<file path="src/rtl/lockstep_hist.sv">
// lockstep_hist: valid-gated shift register of past reference samples.
// tap returns the sample from 'sel' valid strobes ago; sel=0 passes din.
module lockstep_hist #(
   parameter int DW    = 8,
   parameter int DEPTH = 4,
   parameter int SEL_W = 3
) (
   input  logic             clk,
   input  logic             rst,
   input  logic             valid,
   input  logic [DW-1:0]    din,
   input  logic [SEL_W-1:0] sel,
   output logic [DW-1:0]    tap
);

   logic [DEPTH-1:0][DW-1:0] mem;

   // Advance the history only on accepted samples.
   always_ff @(posedge clk or posedge rst) begin
      if (rst) begin
         mem <= '0;
      end else if (valid) begin
         mem[0] <= din;
         for (int k = 1; k < DEPTH; k++) mem[k] <= mem[k-1];
      end
   end

   // Tap mux; loop form avoids a narrowed array index.
   always_comb begin
      tap = din;
      for (int k = 0; k < DEPTH; k++)
         if (sel == SEL_W'(k + 1)) tap = mem[k];
   end

endmodule

</file>
<file path="config.mk">
export PLATFORM = sky130hd
export DESIGN_NAME = lockstep_hist
export DESIGN_NICKNAME = d
export VERILOG_FILES = /design/src/rtl/lockstep_hist.sv
export SDC_FILE = /design/constraint.sdc
export NUM_CORES = 1
export LEC_CHECK = 0
export CAP_MARGIN = 20
export CORE_MARGIN = 5
export CORE_UTILIZATION = 55
export DETAILED_ROUTE_END_ITERATION = 10
export DONT_BUFFER_PORTS = 1
export PLACE_DENSITY = 0.7
export REMOVE_ABC_BUFFERS = 1
export SYNTH_ARGS = -nofsm -noshare
export SYNTH_HDL_FRONTEND = slang
export SYNTH_SLANG_ARGS = --single-unit
</file>
<file path="constraint.sdc">
create_clock -name clk -period 1.28 [get_ports clk]
set_clock_uncertainty 0.15 [all_clocks]
set_input_delay 0.064 -clock clk [delete_from_list [all_inputs] [get_ports clk]]
set_output_delay 0.064 -clock clk [all_outputs]
set_load 0.05 [all_outputs]
</file>
==> reports/summary.txt <==
outcome -> finished with violations
violated checks -> negative hold slack, negative setup slack
initial antenna violation count -> 0
vias in the first global route -> 1169
drt wl/cell -> 17.2 um
Cells after Synth -> 115
final WL -> 3.26 mm
Max-Cap Viols -> 0
Max Buffers Root-to-Sink -> 2
Pre-Repair DR Iteration Count -> 4
Layout Nets -> 171
Slew Limit Fails -> 0
global-route met3 utilization -> 0.0515
Clock Sinks -> 32
Overflow after GRT -> 0
Most Crowded Layer GR -> met2
CORE AREA -> 2760 um2
commonest non-fill, non-tap cell in the layout -> dfrtp_1
HPWL Detailed -> 2.00 mm
endpoints failing setup -> 10
CTS Hold Bufs -> 9
IO Count -> 22
Worst-Skew Late Latency -> 0.32 ns
Pwr Density -> 1300 nW/um2
Iter 0 DRT Violations -> 39
Least-Margin Pin Slew -> 0.391 ns
setup TNS -> -3.08 ns
Slew headroom -> 0.740
Unique masters post-synth -> 21
H-Tree Depth -> 2
DR vias -> 1108
chip height -> 63.7 um
Final Cycle Share -> 1.34
fraction of layout cells with a size suffix above 1 -> 0.608
final-report hold violation count -> 32
non-filler cells, final -> 189
Hold Crit Class -> in -> reg
CP Launch Type -> flip-flop
biggest regs -> mem: 32 flops
Routability Congestion -> 0.775
commonest non-fill, non-tap cells in the layout -> dfrtp_1 (32), mux2_2 (30), buf_4 (25)
final setup margin -> -0.438 ns
Fmax -> 0.582 GHz
Tot GR Track Use -> 0.179
Synth Area per Inst -> 13.8 um2
Clock transition at path regs -> 0.10 ns
Die Wd -> 63.7 um
DIE AREA -> 4050 um2
GR Layer Usage met2 -> 0.291
Starting Density -> 0.574
RSZ-0062 raised after global routing -> yes
dpl cells -> 157
post-synthesis instance area -> 1580 um2
first-pass GRT wire length -> 5.54 mm
Tmin final -> 1.72 ns
leakage power -> 0.922 nW
remaining antenna violation count -> 0
ant diodes -> 0
Largest Register -> mem
Critical path origin -> mem[10]
total CTS buffers -> 5
worst slack, placed -> -0.168 ns
Largest register FFs -> 32
WS Path Type -> reg -> out
FF+latch count, synth -> 32
crit-path max FO -> 3
Area Growth Syn to Fin -> 34.3%
peak supply drop -> 1120 uV
Remaining DRCs -> 0
vias per inst -> 5.86
FP Rows -> 19
hold_ws -> -0.273 ns
crit path capture type -> output port
TritonCTS clock tree -> yes
WP data required -> 1.07 ns
I/O Buffers -> 0
hold_sp -> valid
Global Route met1 Usage -> 0.217
Clock Tree Root -> clkbuf_4
Arr. time, crit path -> 1.50 ns
register area share after synthesis -> 0.506
Worst R2R Start -> mem[8]
Synth Warn # -> 0
largest net degree at the start of global routing -> 33
[layer usage]
metal / vias up / wire (um)
met5: - / 0
li1: 508 / -
met3: 12 / 163
met2: 27 / 1640
met4: 0 / 114
met1: 561 / 1340
[where the power goes]
| part | internal (mW) | switching, mW |
|---|---|---|
| registers | 1.18 | 0.0916 |
| clock network | 0.261 | 0.328 |
| logic | 0.541 | 0.369 |
| total | 1.99 | 0.788 |
[synthesized netlist by cell type]
master | n | area, um2
o21ai_1 | 4 | 20.0
mux4_1 | 2 | 52.6
mux2_1 | 2 | 22.5
mux2i_1 | 6 | 60.1
nor2_4 | 1 | 11.3
o22ai_1 | 2 | 12.5
dfrtp_1 | 32 | 801
nand2b_1 | 2 | 12.5
nor2_1 | 2 | 7.51
nand2_1 | 6 | 22.5
buf_6 | 1 | 11.3
o21ai_0 | 4 | 20.0
o21a_1 | 2 | 15.0
inv_1 | 2 | 7.51
mux2_2 | 32 | 360
mux4_2 | 4 | 90.1
clkbuf_1 | 1 | 3.75
buf_2 | 5 | 25.0
buf_1 | 1 | 3.75
a211oi_1 | 2 | 15.0
nand3_1 | 2 | 10.0
[critical path, stage by stage, from the launching register on]
cell and delay [ns]:
dfrtp_1 0.41, mux4_2 0.47, nand2_2 0.07, o21ai_2 0.06, buf_12 0.15
[through the flow]
step / util / hold slack (ns) / power (mW) / cell area, um2
final: 0.771 / -0.273 / 2.77 / 2130
after global routing: 0.771 / -0.299 / 2.94 / 2130
after CTS: 0.753 / -0.287 / 2.75 / 2080
after detailed placement: 0.652 / -0.0856 / 2.01 / 1800
after global placement: 0.652 / -0.0944 / 1.97 / 1800
after floorplan: - / 0.0302 / 1.73 / 1540
[area by class of cell]
| class | instances | area (um2) |
|---|---|---|
| Sequential cell | 32 | 801 |
| Multi-Input combinational cell | 73 | 787 |
| Fill cell | 176 | 631 |
| Timing Repair Buffer | 43 | 432 |
| Clock buffer | 6 | 51.3 |
| Tap cell | 31 | 38.8 |
| Clock inverter | 2 | 10.0 |
| Inverter | 2 | 7.51 |
[cell families after synthesis]
family	synth area share
flip-flops	0.506
AND/OR/NAND/NOR	0.0403
AO/OA/AOI/OAI	0.0521
multiplexers	0.370
buffers and inverters	0.0324
[worst paths after layout]
path / endpoint / slack (ns) / depth (start not counted)
setup / recovery: tap[2] / -0.44 / 4
hold / removal: mem[5] / -0.27 / 1
setup reg to reg: mem[16] / -0.01 / 4
hold reg to reg: mem[26] / 0.37 / 1
max in group asynchronous: mem[0] / 0.59 / 3
min in group asynchronous: mem[18] / 0.10 / 3
[timing repair]
item	4_1_cts	5_1_grt
pin swaps	8	6
setup buffers	11	4
endpoints found under the setup margin	8	8
resized for setup	15	7
hold endpoints to repair	64	32
Note: power is estimated with default switching activity, not from simulation.
